File: config.mk
export PLATFORM = sky130hd
export DESIGN_NAME = d_format_crack_decoder_flat
export DESIGN_NICKNAME = d
export VERILOG_FILES = /design/src/rtl/d_format_crack_decoder_if.sv /design/src/rtl/d_format_crack_decoder.sv /design/src/flat_wrapper.sv
export SDC_FILE = /design/constraint.sdc
export NUM_CORES = 1
export LEC_CHECK = 0
export CORE_AREA = 2 2 182 184
export CTS_CLUSTER_DIAMETER = 150
export DETAILED_ROUTE_END_ITERATION = 16
export DIE_AREA = 0 0 184 186
export HOLD_SLACK_MARGIN = 0.08
export PLACE_DENSITY = 0.62
export SLEW_MARGIN = 20
export SYNTH_ARGS = -nofsm -noshare
export SYNTH_HDL_FRONTEND = slang
export SYNTH_SLANG_ARGS = --single-unit
File: constraint.sdc
create_clock -name clock_i -period 1.7 [get_ports clock_i]
set_input_delay 0.255 -clock clock_i [delete_from_list [all_inputs] [get_ports clock_i]]
set_output_delay 0.255 -clock clock_i [all_outputs]
set_load 0.03 [all_outputs]
File: src/rtl/d_format_crack_decoder_if.sv
// Bus bundle between format dispatch (master) and the D-form decode slice (slave).
interface d_format_crack_decoder_if #(
    parameter int addressWidth            = 64,
    parameter int instructionWidth        = 32,
    parameter int PidSize                 = 20,
    parameter int TidSize                 = 16,
    parameter int instructionCounterWidth = 64,
    parameter int instMinIdWidth          = 7,
    parameter int opcodeSize              = 12,
    parameter int regSize                 = 5,
    parameter int immediateSize           = 16,
    parameter int funcUnitCodeSize        = 3
);
    logic                               enable_i;
    logic                               stall_i;
    logic [24:0]                        instFormat_i;
    logic [5:0]                         instructionOpcode_i;
    logic [instructionWidth-1:0]        instruction_i;
    logic [addressWidth-1:0]            instructionAddress_i;
    logic                               is64Bit_i;
    logic [PidSize-1:0]                 instructionPid_i;
    logic [TidSize-1:0]                 instructionTid_i;
    logic [instructionCounterWidth-1:0] instructionMajId_i;

    logic                               busy_o;
    logic                               enable_o;
    logic [opcodeSize-1:0]              opcode_o;
    logic [funcUnitCodeSize-1:0]        functionalUnitType_o;
    logic [addressWidth-1:0]            instructionAddress_o;
    logic                               is64Bit_o;
    logic [PidSize-1:0]                 instPid_o;
    logic [TidSize-1:0]                 instTid_o;
    logic [instructionCounterWidth-1:0] instMajId_o;
    logic [instMinIdWidth-1:0]          instMinId_o;
    logic [instMinIdWidth-1:0]          numMicroOps_o;
    logic [1:0]                         op1rw_o;
    logic [1:0]                         op2rw_o;
    logic                               op1isReg_o;
    logic                               op2isReg_o;
    logic                               immIsExtended_o;
    logic                               immIsShifted_o;
    logic [2*regSize+immediateSize-1:0] instructionBody_o;

    modport master (
        output enable_i, stall_i, instFormat_i, instructionOpcode_i, instruction_i,
               instructionAddress_i, is64Bit_i, instructionPid_i, instructionTid_i,
               instructionMajId_i,
        input  busy_o, enable_o, opcode_o, functionalUnitType_o, instructionAddress_o,
               is64Bit_o, instPid_o, instTid_o, instMajId_o, instMinId_o, numMicroOps_o,
               op1rw_o, op2rw_o, op1isReg_o, op2isReg_o, immIsExtended_o, immIsShifted_o,
               instructionBody_o
    );

    modport slave (
        input  enable_i, stall_i, instFormat_i, instructionOpcode_i, instruction_i,
               instructionAddress_i, is64Bit_i, instructionPid_i, instructionTid_i,
               instructionMajId_i,
        output busy_o, enable_o, opcode_o, functionalUnitType_o, instructionAddress_o,
               is64Bit_o, instPid_o, instTid_o, instMajId_o, instMinId_o, numMicroOps_o,
               op1rw_o, op2rw_o, op1isReg_o, op2isReg_o, immIsExtended_o, immIsShifted_o,
               instructionBody_o
    );
endinterface

File: src/rtl/d_format_crack_decoder.sv
// D-form decode slice: one instruction per cycle, registered outputs, stall freezes everything.
// Build option DFMT_CRACK_LSM_EN cracks lmw/stmw into one micro-op per register.
module d_format_crack_decoder #(
    parameter int addressWidth            = 64,
    parameter int instructionWidth        = 32,
    parameter int PidSize                 = 20,
    parameter int TidSize                 = 16,
    parameter int instructionCounterWidth = 64,
    parameter int instMinIdWidth          = 7,
    parameter int opcodeSize              = 12,
    parameter int regSize                 = 5,
    parameter int immediateSize           = 16,
    parameter int funcUnitCodeSize        = 3,
    parameter int D                       = 32
) (
    input  logic                   clock_i,
    input  logic                   reset_i,
    d_format_crack_decoder_if.slave bus
);
    localparam int BodyWidth = 2*regSize + immediateSize;
    localparam logic [funcUnitCodeSize-1:0] FU_FX = 3'd0;
    localparam logic [funcUnitCodeSize-1:0] FU_CR = 3'd3;
    localparam logic [funcUnitCodeSize-1:0] FU_LS = 3'd4;
    localparam logic [1:0] RW_NONE = 2'b00;
    localparam logic [1:0] RW_RD   = 2'b10;
    localparam logic [1:0] RW_WR   = 2'b01;
    localparam logic [1:0] RW_RDWR = 2'b11;

`ifdef DFMT_CRACK_LSM_EN
    typedef enum logic [0:0] {ST_IDLE = 1'b0, ST_CRACK = 1'b1} state_t;
    state_t state_q, state_d;
    logic   lsm_s;
`endif

    logic [instructionWidth-1:0] instr_s;
    logic [5:0]                  opc_s;
    logic [regSize-1:0]          rt_s, ra_s;
    logic [immediateSize-1:0]    imm_s;
    logic                        unused_opc_bits_s;
    logic                        busy_s, accept_s, upd_s;

    logic                        valid_s, op1_reg_s, op2_reg_s, ext_s, shf_s;
    logic [funcUnitCodeSize-1:0] fu_s;
    logic [1:0]                  op1_rw_s, op2_rw_s;

    logic                               enable_q, enable_d;
    logic [opcodeSize-1:0]              opcode_q, opcode_d;
    logic [funcUnitCodeSize-1:0]        fu_q, fu_d;
    logic [addressWidth-1:0]            addr_q, addr_d;
    logic                               is64_q, is64_d;
    logic [PidSize-1:0]                 pid_q, pid_d;
    logic [TidSize-1:0]                 tid_q, tid_d;
    logic [instructionCounterWidth-1:0] maj_id_q, maj_id_d;
    logic [instMinIdWidth-1:0]          min_id_q, min_id_d;
    logic [instMinIdWidth-1:0]          num_ops_q, num_ops_d;
    logic [1:0]                         op1_rw_q, op1_rw_d, op2_rw_q, op2_rw_d;
    logic                               op1_reg_q, op1_reg_d, op2_reg_q, op2_reg_d;
    logic                               ext_q, ext_d, shf_q, shf_d;
    logic [BodyWidth-1:0]               body_q, body_d;

    assign instr_s           = bus.instruction_i;
    assign opc_s             = bus.instructionOpcode_i;
    assign rt_s              = instr_s[25:21];
    assign ra_s              = instr_s[20:16];
    assign imm_s             = instr_s[15:0];
    assign unused_opc_bits_s = ^instr_s[31:26];
    // Update forms (lwzu, stbu, lfdu, ...) both read and write RA.
    assign upd_s             = opc_s[5] & opc_s[0] & (opc_s != 6'd47);

`ifdef DFMT_CRACK_LSM_EN
    assign lsm_s  = (opc_s == 6'd46) || (opc_s == 6'd47);
    assign busy_s = (state_q == ST_CRACK);
`else
    assign busy_s = 1'b0;
`endif

    assign accept_s = bus.enable_i & (bus.instFormat_i == 25'(D)) & ~bus.stall_i & ~busy_s;

    // Primary-opcode decode of the 40 D-form instructions.
    always_comb begin
        valid_s   = 1'b0;
        fu_s      = FU_FX;
        op1_rw_s  = RW_NONE;
        op2_rw_s  = RW_NONE;
        op1_reg_s = 1'b0;
        op2_reg_s = 1'b0;
        ext_s     = 1'b0;
        shf_s     = 1'b0;
        case (opc_s)
            6'd2, 6'd3: begin
                valid_s = 1'b1; op2_reg_s = 1'b1; op2_rw_s = RW_RD; ext_s = 1'b1;
            end
            6'd7, 6'd8, 6'd12, 6'd13, 6'd14, 6'd15: begin
                valid_s   = 1'b1; op1_reg_s = 1'b1; op1_rw_s = RW_WR;
                op2_reg_s = 1'b1; op2_rw_s  = RW_RD; ext_s = 1'b1;
                shf_s     = (opc_s == 6'd15);
            end
            6'd10, 6'd11: begin
                valid_s = 1'b1; fu_s = FU_CR; op2_reg_s = 1'b1; op2_rw_s = RW_RD;
                ext_s   = (opc_s == 6'd11);
            end
            // Logical immediates: RS is the source in the RT slot, RA is the target.
            6'd24, 6'd25, 6'd26, 6'd27, 6'd28, 6'd29: begin
                valid_s   = 1'b1; op1_reg_s = 1'b1; op1_rw_s = RW_RD;
                op2_reg_s = 1'b1; op2_rw_s  = RW_WR; shf_s = opc_s[0];
            end
            6'd32, 6'd33, 6'd34, 6'd35, 6'd40, 6'd41, 6'd42, 6'd43,
            6'd46, 6'd48, 6'd49, 6'd50, 6'd51: begin
                valid_s   = 1'b1; fu_s = FU_LS; op1_reg_s = 1'b1; op1_rw_s = RW_WR;
                op2_reg_s = 1'b1; op2_rw_s = upd_s ? RW_RDWR : RW_RD; ext_s = 1'b1;
            end
            6'd36, 6'd37, 6'd38, 6'd39, 6'd44, 6'd45,
            6'd47, 6'd52, 6'd53, 6'd54, 6'd55: begin
                valid_s   = 1'b1; fu_s = FU_LS; op1_reg_s = 1'b1; op1_rw_s = RW_RD;
                op2_reg_s = 1'b1; op2_rw_s = upd_s ? RW_RDWR : RW_RD; ext_s = 1'b1;
            end
            default: begin
                valid_s = 1'b0;
            end
        endcase
    end

    // Next-state: hold on stall, step the crack sequence, or capture a new instruction.
    always_comb begin
        enable_d  = enable_q;
        opcode_d  = opcode_q;
        fu_d      = fu_q;
        addr_d    = addr_q;
        is64_d    = is64_q;
        pid_d     = pid_q;
        tid_d     = tid_q;
        maj_id_d  = maj_id_q;
        min_id_d  = min_id_q;
        num_ops_d = num_ops_q;
        op1_rw_d  = op1_rw_q;
        op2_rw_d  = op2_rw_q;
        op1_reg_d = op1_reg_q;
        op2_reg_d = op2_reg_q;
        ext_d     = ext_q;
        shf_d     = shf_q;
        body_d    = body_q;
`ifdef DFMT_CRACK_LSM_EN
        state_d   = state_q;
`endif
        if (bus.stall_i) begin
            enable_d = enable_q;
        end
`ifdef DFMT_CRACK_LSM_EN
        else if (state_q == ST_CRACK) begin
            // Next register, next word; the displacement wraps at 16 bits.
            enable_d = 1'b1;
            min_id_d = min_id_q + 7'd1;
            body_d   = {body_q[BodyWidth-1 -: regSize] + 5'd1,
                        body_q[immediateSize +: regSize],
                        body_q[immediateSize-1:0] + 16'd4};
            if (min_id_d == (num_ops_q - 7'd1)) begin
                state_d = ST_IDLE;
            end else begin
                state_d = ST_CRACK;
            end
        end
`endif
        else if (accept_s && valid_s) begin
            enable_d  = 1'b1;
            opcode_d  = {{(opcodeSize-6){1'b0}}, opc_s};
            fu_d      = fu_s;
            addr_d    = bus.instructionAddress_i;
            is64_d    = bus.is64Bit_i;
            pid_d     = bus.instructionPid_i;
            tid_d     = bus.instructionTid_i;
            maj_id_d  = bus.instructionMajId_i;
            min_id_d  = 7'd0;
            num_ops_d = 7'd1;
            op1_rw_d  = op1_rw_s;
            op2_rw_d  = op2_rw_s;
            op1_reg_d = op1_reg_s;
            op2_reg_d = op2_reg_s;
            ext_d     = ext_s;
            shf_d     = shf_s;
            body_d    = {rt_s, ra_s, imm_s};
`ifdef DFMT_CRACK_LSM_EN
            if (lsm_s && (rt_s != 5'd31)) begin
                num_ops_d = 7'd32 - {2'b00, rt_s};
                state_d   = ST_CRACK;
            end else begin
                state_d   = ST_IDLE;
            end
`endif
        end else begin
            enable_d = 1'b0;
        end
    end

    // State and output registers; reset overrides stall.
    always_ff @(posedge clock_i) begin
        if (reset_i) begin
            enable_q  <= 1'b0;
            opcode_q  <= '0;
            fu_q      <= '0;
            addr_q    <= '0;
            is64_q    <= 1'b0;
            pid_q     <= '0;
            tid_q     <= '0;
            maj_id_q  <= '0;
            min_id_q  <= '0;
            num_ops_q <= '0;
            op1_rw_q  <= 2'b00;
            op2_rw_q  <= 2'b00;
            op1_reg_q <= 1'b0;
            op2_reg_q <= 1'b0;
            ext_q     <= 1'b0;
            shf_q     <= 1'b0;
            body_q    <= '0;
`ifdef DFMT_CRACK_LSM_EN
            state_q   <= ST_IDLE;
`endif
        end else begin
            enable_q  <= enable_d;
            opcode_q  <= opcode_d;
            fu_q      <= fu_d;
            addr_q    <= addr_d;
            is64_q    <= is64_d;
            pid_q     <= pid_d;
            tid_q     <= tid_d;
            maj_id_q  <= maj_id_d;
            min_id_q  <= min_id_d;
            num_ops_q <= num_ops_d;
            op1_rw_q  <= op1_rw_d;
            op2_rw_q  <= op2_rw_d;
            op1_reg_q <= op1_reg_d;
            op2_reg_q <= op2_reg_d;
            ext_q     <= ext_d;
            shf_q     <= shf_d;
            body_q    <= body_d;
`ifdef DFMT_CRACK_LSM_EN
            state_q   <= state_d;
`endif
        end
    end

    assign bus.busy_o               = busy_s;
    assign bus.enable_o             = enable_q;
    assign bus.opcode_o             = opcode_q;
    assign bus.functionalUnitType_o = fu_q;
    assign bus.instructionAddress_o = addr_q;
    assign bus.is64Bit_o            = is64_q;
    assign bus.instPid_o            = pid_q;
    assign bus.instTid_o            = tid_q;
    assign bus.instMajId_o          = maj_id_q;
    assign bus.instMinId_o          = min_id_q;
    assign bus.numMicroOps_o        = num_ops_q;
    assign bus.op1rw_o              = op1_rw_q;
    assign bus.op2rw_o              = op2_rw_q;
    assign bus.op1isReg_o           = op1_reg_q;
    assign bus.op2isReg_o           = op2_reg_q;
    assign bus.immIsExtended_o      = ext_q;
    assign bus.immIsShifted_o       = shf_q;
    assign bus.instructionBody_o    = body_q;
endmodule
File: src/flat_wrapper.sv
// flat-port wrapper written by rule: the top's interface ports become plain ports
module d_format_crack_decoder_flat 
#(
    parameter int addressWidth            = 64,
    parameter int instructionWidth        = 32,
    parameter int PidSize                 = 20,
    parameter int TidSize                 = 16,
    parameter int instructionCounterWidth = 64,
    parameter int instMinIdWidth          = 7,
    parameter int opcodeSize              = 12,
    parameter int regSize                 = 5,
    parameter int immediateSize           = 16,
    parameter int funcUnitCodeSize        = 3,
    parameter int D                       = 32
)
  (clock_i, reset_i, bus_enable_i, bus_stall_i, bus_instFormat_i, bus_instructionOpcode_i, bus_instruction_i, bus_instructionAddress_i, bus_is64Bit_i, bus_instructionPid_i, bus_instructionTid_i, bus_instructionMajId_i, bus_busy_o, bus_enable_o, bus_opcode_o, bus_functionalUnitType_o, bus_instructionAddress_o, bus_is64Bit_o, bus_instPid_o, bus_instTid_o, bus_instMajId_o, bus_instMinId_o, bus_numMicroOps_o, bus_op1rw_o, bus_op2rw_o, bus_op1isReg_o, bus_op2isReg_o, bus_immIsExtended_o, bus_immIsShifted_o, bus_instructionBody_o);
  d_format_crack_decoder_if #(.addressWidth(addressWidth), .instructionWidth(instructionWidth), .PidSize(PidSize), .TidSize(TidSize), .instructionCounterWidth(instructionCounterWidth), .instMinIdWidth(instMinIdWidth), .opcodeSize(opcodeSize), .regSize(regSize), .immediateSize(immediateSize), .funcUnitCodeSize(funcUnitCodeSize)) bus_i ();
  input  logic clock_i;
  input  logic reset_i;
  input wire logic [$bits(bus_i.enable_i)-1:0] bus_enable_i;
  input wire logic [$bits(bus_i.stall_i)-1:0] bus_stall_i;
  input wire logic [$bits(bus_i.instFormat_i)-1:0] bus_instFormat_i;
  input wire logic [$bits(bus_i.instructionOpcode_i)-1:0] bus_instructionOpcode_i;
  input wire logic [$bits(bus_i.instruction_i)-1:0] bus_instruction_i;
  input wire logic [$bits(bus_i.instructionAddress_i)-1:0] bus_instructionAddress_i;
  input wire logic [$bits(bus_i.is64Bit_i)-1:0] bus_is64Bit_i;
  input wire logic [$bits(bus_i.instructionPid_i)-1:0] bus_instructionPid_i;
  input wire logic [$bits(bus_i.instructionTid_i)-1:0] bus_instructionTid_i;
  input wire logic [$bits(bus_i.instructionMajId_i)-1:0] bus_instructionMajId_i;
  output wire logic [$bits(bus_i.busy_o)-1:0] bus_busy_o;
  output wire logic [$bits(bus_i.enable_o)-1:0] bus_enable_o;
  output wire logic [$bits(bus_i.opcode_o)-1:0] bus_opcode_o;
  output wire logic [$bits(bus_i.functionalUnitType_o)-1:0] bus_functionalUnitType_o;
  output wire logic [$bits(bus_i.instructionAddress_o)-1:0] bus_instructionAddress_o;
  output wire logic [$bits(bus_i.is64Bit_o)-1:0] bus_is64Bit_o;
  output wire logic [$bits(bus_i.instPid_o)-1:0] bus_instPid_o;
  output wire logic [$bits(bus_i.instTid_o)-1:0] bus_instTid_o;
  output wire logic [$bits(bus_i.instMajId_o)-1:0] bus_instMajId_o;
  output wire logic [$bits(bus_i.instMinId_o)-1:0] bus_instMinId_o;
  output wire logic [$bits(bus_i.numMicroOps_o)-1:0] bus_numMicroOps_o;
  output wire logic [$bits(bus_i.op1rw_o)-1:0] bus_op1rw_o;
  output wire logic [$bits(bus_i.op2rw_o)-1:0] bus_op2rw_o;
  output wire logic [$bits(bus_i.op1isReg_o)-1:0] bus_op1isReg_o;
  output wire logic [$bits(bus_i.op2isReg_o)-1:0] bus_op2isReg_o;
  output wire logic [$bits(bus_i.immIsExtended_o)-1:0] bus_immIsExtended_o;
  output wire logic [$bits(bus_i.immIsShifted_o)-1:0] bus_immIsShifted_o;
  output wire logic [$bits(bus_i.instructionBody_o)-1:0] bus_instructionBody_o;
  assign bus_i.enable_i = bus_enable_i;
  assign bus_i.stall_i = bus_stall_i;
  assign bus_i.instFormat_i = bus_instFormat_i;
  assign bus_i.instructionOpcode_i = bus_instructionOpcode_i;
  assign bus_i.instruction_i = bus_instruction_i;
  assign bus_i.instructionAddress_i = bus_instructionAddress_i;
  assign bus_i.is64Bit_i = bus_is64Bit_i;
  assign bus_i.instructionPid_i = bus_instructionPid_i;
  assign bus_i.instructionTid_i = bus_instructionTid_i;
  assign bus_i.instructionMajId_i = bus_instructionMajId_i;
  assign bus_busy_o = bus_i.busy_o;
  assign bus_enable_o = bus_i.enable_o;
  assign bus_opcode_o = bus_i.opcode_o;
  assign bus_functionalUnitType_o = bus_i.functionalUnitType_o;
  assign bus_instructionAddress_o = bus_i.instructionAddress_o;
  assign bus_is64Bit_o = bus_i.is64Bit_o;
  assign bus_instPid_o = bus_i.instPid_o;
  assign bus_instTid_o = bus_i.instTid_o;
  assign bus_instMajId_o = bus_i.instMajId_o;
  assign bus_instMinId_o = bus_i.instMinId_o;
  assign bus_numMicroOps_o = bus_i.numMicroOps_o;
  assign bus_op1rw_o = bus_i.op1rw_o;
  assign bus_op2rw_o = bus_i.op2rw_o;
  assign bus_op1isReg_o = bus_i.op1isReg_o;
  assign bus_op2isReg_o = bus_i.op2isReg_o;
  assign bus_immIsExtended_o = bus_i.immIsExtended_o;
  assign bus_immIsShifted_o = bus_i.immIsShifted_o;
  assign bus_instructionBody_o = bus_i.instructionBody_o;
  d_format_crack_decoder #(.addressWidth(addressWidth), .instructionWidth(instructionWidth), .PidSize(PidSize), .TidSize(TidSize), .instructionCounterWidth(instructionCounterWidth), .instMinIdWidth(instMinIdWidth), .opcodeSize(opcodeSize), .regSize(regSize), .immediateSize(immediateSize), .funcUnitCodeSize(funcUnitCodeSize), .D(D)) u_core (.clock_i(clock_i), .reset_i(reset_i), .bus(bus_i));
endmodule
-- Yosys cells after proc, flatten, opt, wreduce, memory -nomap -nowiden
Cells that the tools add are included.
- register bits after elaboration: 210
- input port bits: 232
- output and inout bits: 230
- logic and storage cells: 84
- equal/unequal tests: 42
- muxes and demuxes: 9
- bitwise operators: 5
- reduce and logical (&&, ||, !) cells: 12
- operators with widths (cell ; number):
    == test 6 bit (second input constant) ; 24
    == test 6 x 4 -> 1 bit (second input constant) ; 7
    OR reduction 40 bit ; 1
    == test 6 x 5 -> 1 bit (second input constant) ; 6
    OR reduction 36 bit ; 1
    OR reduction 32 bit ; 1
    == test 25 x 6 -> 1 bit (second input constant) ; 1
    OR reduction 24 bit ; 1
    OR reduction 19 bit ; 1
    OR reduction 17 bit ; 1
    == test 6 x 2 -> 1 bit (second input constant) ; 2
    OR reduction 6 bit ; 2
    OR reduction 10 bit ; 1
    == test 6 x 3 -> 1 bit (second input constant) ; 1
    inequality test 6 bit (second input constant) ; 1
    one-hot mux 2 bit (3 select lines) ; 1
    one-hot mux 3 bit (2 select lines) ; 1
    bitwise AND 1 bit ; 4
    2-to-1 mux 1 bit ; 4
    one-hot mux 1 bit (2 select lines) ; 2
    one-hot mux 2 bit (2 select lines) ; 1
    AND reduction 2 bit ; 1
    OR reduction 2 bit ; 1
    logical AND 1 bit ; 1
    NOT 1 bit ; 1

-- Longest topological paths before layout
- depth in word-level cells: 5
- mapped depth: 8
- mapped depth without buffers: 5

-- Least setup slack after synthesis
Ideal clock, no wire load.
- kind: input to register
- from: input port bus_instructionOpcode_i[2]
- to: register u_core.shf_q (netlist: u_core.bus.immIsShifted_o)
- library setup time: 70 ps
- arrival time: 1748 ps
- data required time: 1630 ps
- slack: -118 ps
- cell stages on the path: 6
- buffers on the path: 1
- path through: buf_2 > and2_1 > or3_1 > o21a_1 > or4_1 > a21oi_1
- word-level cells in the longest chain between the ends: 5
- elaborated cells between the ends (all ways): 47
- those cells by class: eq/ne (40); mux (2); reduce/logical (5)
- RTL lines (item ; RTL line ; source):
    from (decl) ; flat_wrapper.sv:23 ; input wire logic [$bits(bus_i.instructionOpcode_i)-1:0] bus_instructionOpcode_i;
    == test 6 x 2 -> 1 bit, or another cell as far along ; d_format_crack_decoder.sv:89 ; case (opc_s)
    OR reduction 40 bit (no source line) ; -- ;
    2-to-1 mux 1 bit ; d_format_crack_decoder.sv:89 ;
    logical AND 1 bit ; d_format_crack_decoder.sv:163 ; else if (accept_s && valid_s) begin
    AND reduction 2 bit (no source line) ; -- ;
    to (signal assigned) ; d_format_crack_decoder.sv:212 ; shf_q <= 1'b0;
    to (signal assigned) ; d_format_crack_decoder.sv:233 ; shf_q <= shf_d;
    to (decl) ; d_format_crack_decoder.sv:58 ; logic ext_q, ext_d, shf_q, shf_d;
Several ways; a longest one is shown, not always the timed one.
A chain may end at the register's enable or synchronous reset.

-- Final worst setup path
- from: input port bus_instructionOpcode_i[1]
- to: register u_core.addr_q[22] (netlist: u_core.bus.instructionAddress_o[22])
- word-level cells in the longest chain between the ends: 5
- elaborated cells between the ends (all ways): 44
- those cells by class: eq/ne (40); mux (1); reduce/logical (3)
- RTL lines (item ; RTL line ; source):
    == test 6 x 2 -> 1 bit, or another cell as far along ; d_format_crack_decoder.sv:89 ;
    OR reduction 40 bit (no source line) * ; -- ;
    2-to-1 mux 1 bit * ; d_format_crack_decoder.sv:89 ;
    logical AND 1 bit * ; d_format_crack_decoder.sv:163 ;
    AND reduction 2 bit (no source line) * ; -- ;
    to (signal assigned) ; d_format_crack_decoder.sv:221 ; addr_q <= addr_d;
    to (decl) ; d_format_crack_decoder.sv:49 ; logic [addressWidth-1:0] addr_q, addr_d;
Mark *: on every way between the ends. The rest lies on a longest branch, timed or not.

==> metrics <==
Placed Area between 10,000 and 15,000 sq um; RSZ-0062 raised after global routing true; Layout Cells excl Fill ~1,900; # IOs 462; Area Overhead vs Synth 78.2%; hold depth 2; DRC Markers 0; XOR/XNOR share of the synthesized area 0.00105; # rows 66; Min Clock Period, post-route approximately 1700 ps; DRT iter0 DRCs around 500; sequential area share after synthesis 0.503; MaxCap Viol Count 0; Chip Width 184 um; Die H roughly 190 um; Critical Path End Type flop; die area ~34,000 sq um; R2R depth 2; EDFF count, synth 0; vias per inst 4.98; Placed Instances 1,818; largest net degree at the start of global routing 59; post-synthesis cell count 1,022; Yosys top cell by area dfxtp_1; Synth Area in Simple Gates 0.146; leak pwr slightly above 6 nW; status finished clean; most instantiated cells after synthesis a21oi_1 (213), dfxtp_1 (209), nand3_1 (201); Hold Path Class primary input to flop; Avg Cell Area, Syn just over 8 sq um; final hold viol count 0; Nets around 1,700; mapped cell area 8310 sq um; Crit Path Class primary input to flop; DR vias 9,424; largest cells by area after synthesis dfxtp_1 (50%), a21oi_1 (13%), nand3_1 (12%); Critical Path Start bus_instructionOpcode_i[1]; WL/cell ~19 um; Synth Area in Compound Gates 0.265; clk slew on worst S/H paths 60 ps; max frequency approximately 600 MHz; Initial Utilization 0.258; Adder-Cell Fraction of Synth Area 0; antenna violations before repair 1; count leader, synth a21oi_1; Antenna Violating Nets Remaining 0; layout cell share with drive strength beyond 1 0.120; final setup skew 0 ps; grt ovf 0; peak supply drop 0.708 mV; post-route cell area between 10,000 and 15,000 sq um; CTS tree done; Async SR Flop Fraction 0; CTS Root Cell clkbuf_16; required time of the critical path 2120 ps; Tcrit/Tclk final 0.993; Hold Path Origin reset_i; Worst-Skew Late Latency 520 ps; largest family of logic cells by synthesized area compound AO/OA/AOI/OAI gates; H-tree Lvls 1; overall routing resource usage 0.192; gpl congestion 0.841; yosys warns 0; CP Max Fanout 28; PwrDens roughly 820 nW/um^2; final setup violation count 0; HPWL Detailed between 20,000 and 25,000 um; Setup crit start kind primary input; Port Buf Inserts roughly 440; drt total wl roughly 35,000 um; 1st-pass router iterations 5; Unique masters post-synth 34; core footprint between 30,000 and 40,000 sq um; r2r startpoint u_core.bus.instMajId_o[49]; commonest register cell after synthesis dfxtp_1; Slew Viols, Final 0; CTS Sinks 209; number of global-route vias before repair ~9,000; Num CTS Buffers 24; Longest Clk Path Bufs 3; post-synthesis register bit count ~210; post-synthesis mux area share 0; first-pass GRT wire length between 50,000 and 60,000 um; top-area cell type share of the netlist area 0.503; Arrival @ worst endpoint between 2000 and 2500 ps
## cell families after synthesis
logic type,count (synthesis)
compound gates,433
simple gates,236
flops,209
buf+inv,142
xor+xnor,1
other cells,1
## sequential cells by signal (all words and copies together), names as in the netlist
register / flops
u_core.bus.is64Bit_o: 1
u_core.bus.instMajId_o: 64
u_core.bus.enable_o: 1
u_core.bus.immIsExtended_o: 1
u_core.bus.immIsShifted_o: 1
u_core.bus.instructionAddress_o: 64
u_core.bus.opcode_o: 6
u_core.bus.numMicroOps_o: 1
u_core.bus.instTid_o: 16
u_core.bus.op2rw_o: 2
u_core.bus.instructionBody_o: 26
u_core.bus.op1isReg_o: 1
u_core.bus.functionalUnitType_o: 2
u_core.bus.instPid_o: 20
u_core.bus.op2isReg_o: 1
u_core.bus.op1rw_o: 2
## worst max-delay path, stage by stage
cell and delay, ps:
clkdlybuf4s50_1 440, and2_4 180, or3_4 370, o21a_4 150, buf_12 140, bufbuf_16 300
o21ai_0 160, a21oi_1 80
## cell type report
type	instances	area, sq um
flip-flops and latches	209	4180
fillers	3144	17400
diodes	1	2.50
clock inverters	12	189
well taps	408	510
clock buffers	32	682
repair buffers	536	5530
multi-input cells	691	3710
inverters	2	7.51
## layer usage
layer  wire length (um)  track usage  vias up  part of all wire
met5                  0            0        -                 0
met4               1290       0.0806        0             0.036
met3               2920       0.0562       63             0.082
met2              17000        0.319      394              0.48
met1              14300        0.231     4446              0.40
li1                   -            -     4521                 -
## report_power, final
part           total, W     switching, W  leakage, nW  internal (W)
combinational   0.00156         0.000752         4.11      0.000810
clock           0.00570          0.00213        0.433       0.00357
sequential      0.00490  0.0000000000120         1.68       0.00490
total            0.0122          0.00289         6.22       0.00928
## metrics by stage
step | TNS [ps] | setup slack (ps) | total power [W] | hold WS [ps] | utilization
2_1_floorplan | -27.2 | -27.2 | 0.00554 | 403 | -
3_3_place_gp | -123260 | -654 | 0.00629 | 447 | 0.418
3_5_place_dp | -135270 | -712 | 0.00629 | 456 | 0.418
4_1_cts | 0 | 0.235 | 0.0123 | 123 | 0.449
5_1_grt | -157 | -24.3 | 0.0126 | 151 | 0.460
6_report | 0 | 11.6 | 0.0122 | 139 | 0.460
## placed cells by master (no fill, tap or decap), drive strengths merged, types with 5 or more instances in the layout
| cell type | netlist | routed |
|---|---|---|
| dlygate4sd2 | 0 | 218 |
| a21oi | 213 | 213 |
| dfxtp | 209 | 209 |
| o21ai | 206 | 206 |
| nand3 | 201 | 201 |
| clkdlybuf4s50 | 0 | 199 |
| buf | 65 | 91 |
| clkbuf | 75 | 39 |
| conb | 1 | 20 |
| dlymetal6s2s | 0 | 17 |
| nor2 | 8 | 8 |
| clkinv | 0 | 7 |
| bufinv | 0 | 5 |
| nand2 | 5 | 5 |
## worst paths after layout
| kind | endpoint | slack, ps |
|---|---|---|
| worst min-delay path | u_core.bus.instMajId_o[31] | 140 |
| worst min register to register | u_core.bus.instructionAddress_o[27] | 460 |
| worst max register to register | u_core.bus.instMajId_o[49] | 970 |
| worst max-delay path | u_core.bus.instructionAddress_o[22] | 10 |
## what timing repair did
action,CTS,global route
endpoints found under the setup margin,415,195
gates cloned,9,7
hold buffers,0,0
pin swaps,7,15
buffers inserted,10,2
resized for setup,233,67
Power figures use the tool's default switching activity.
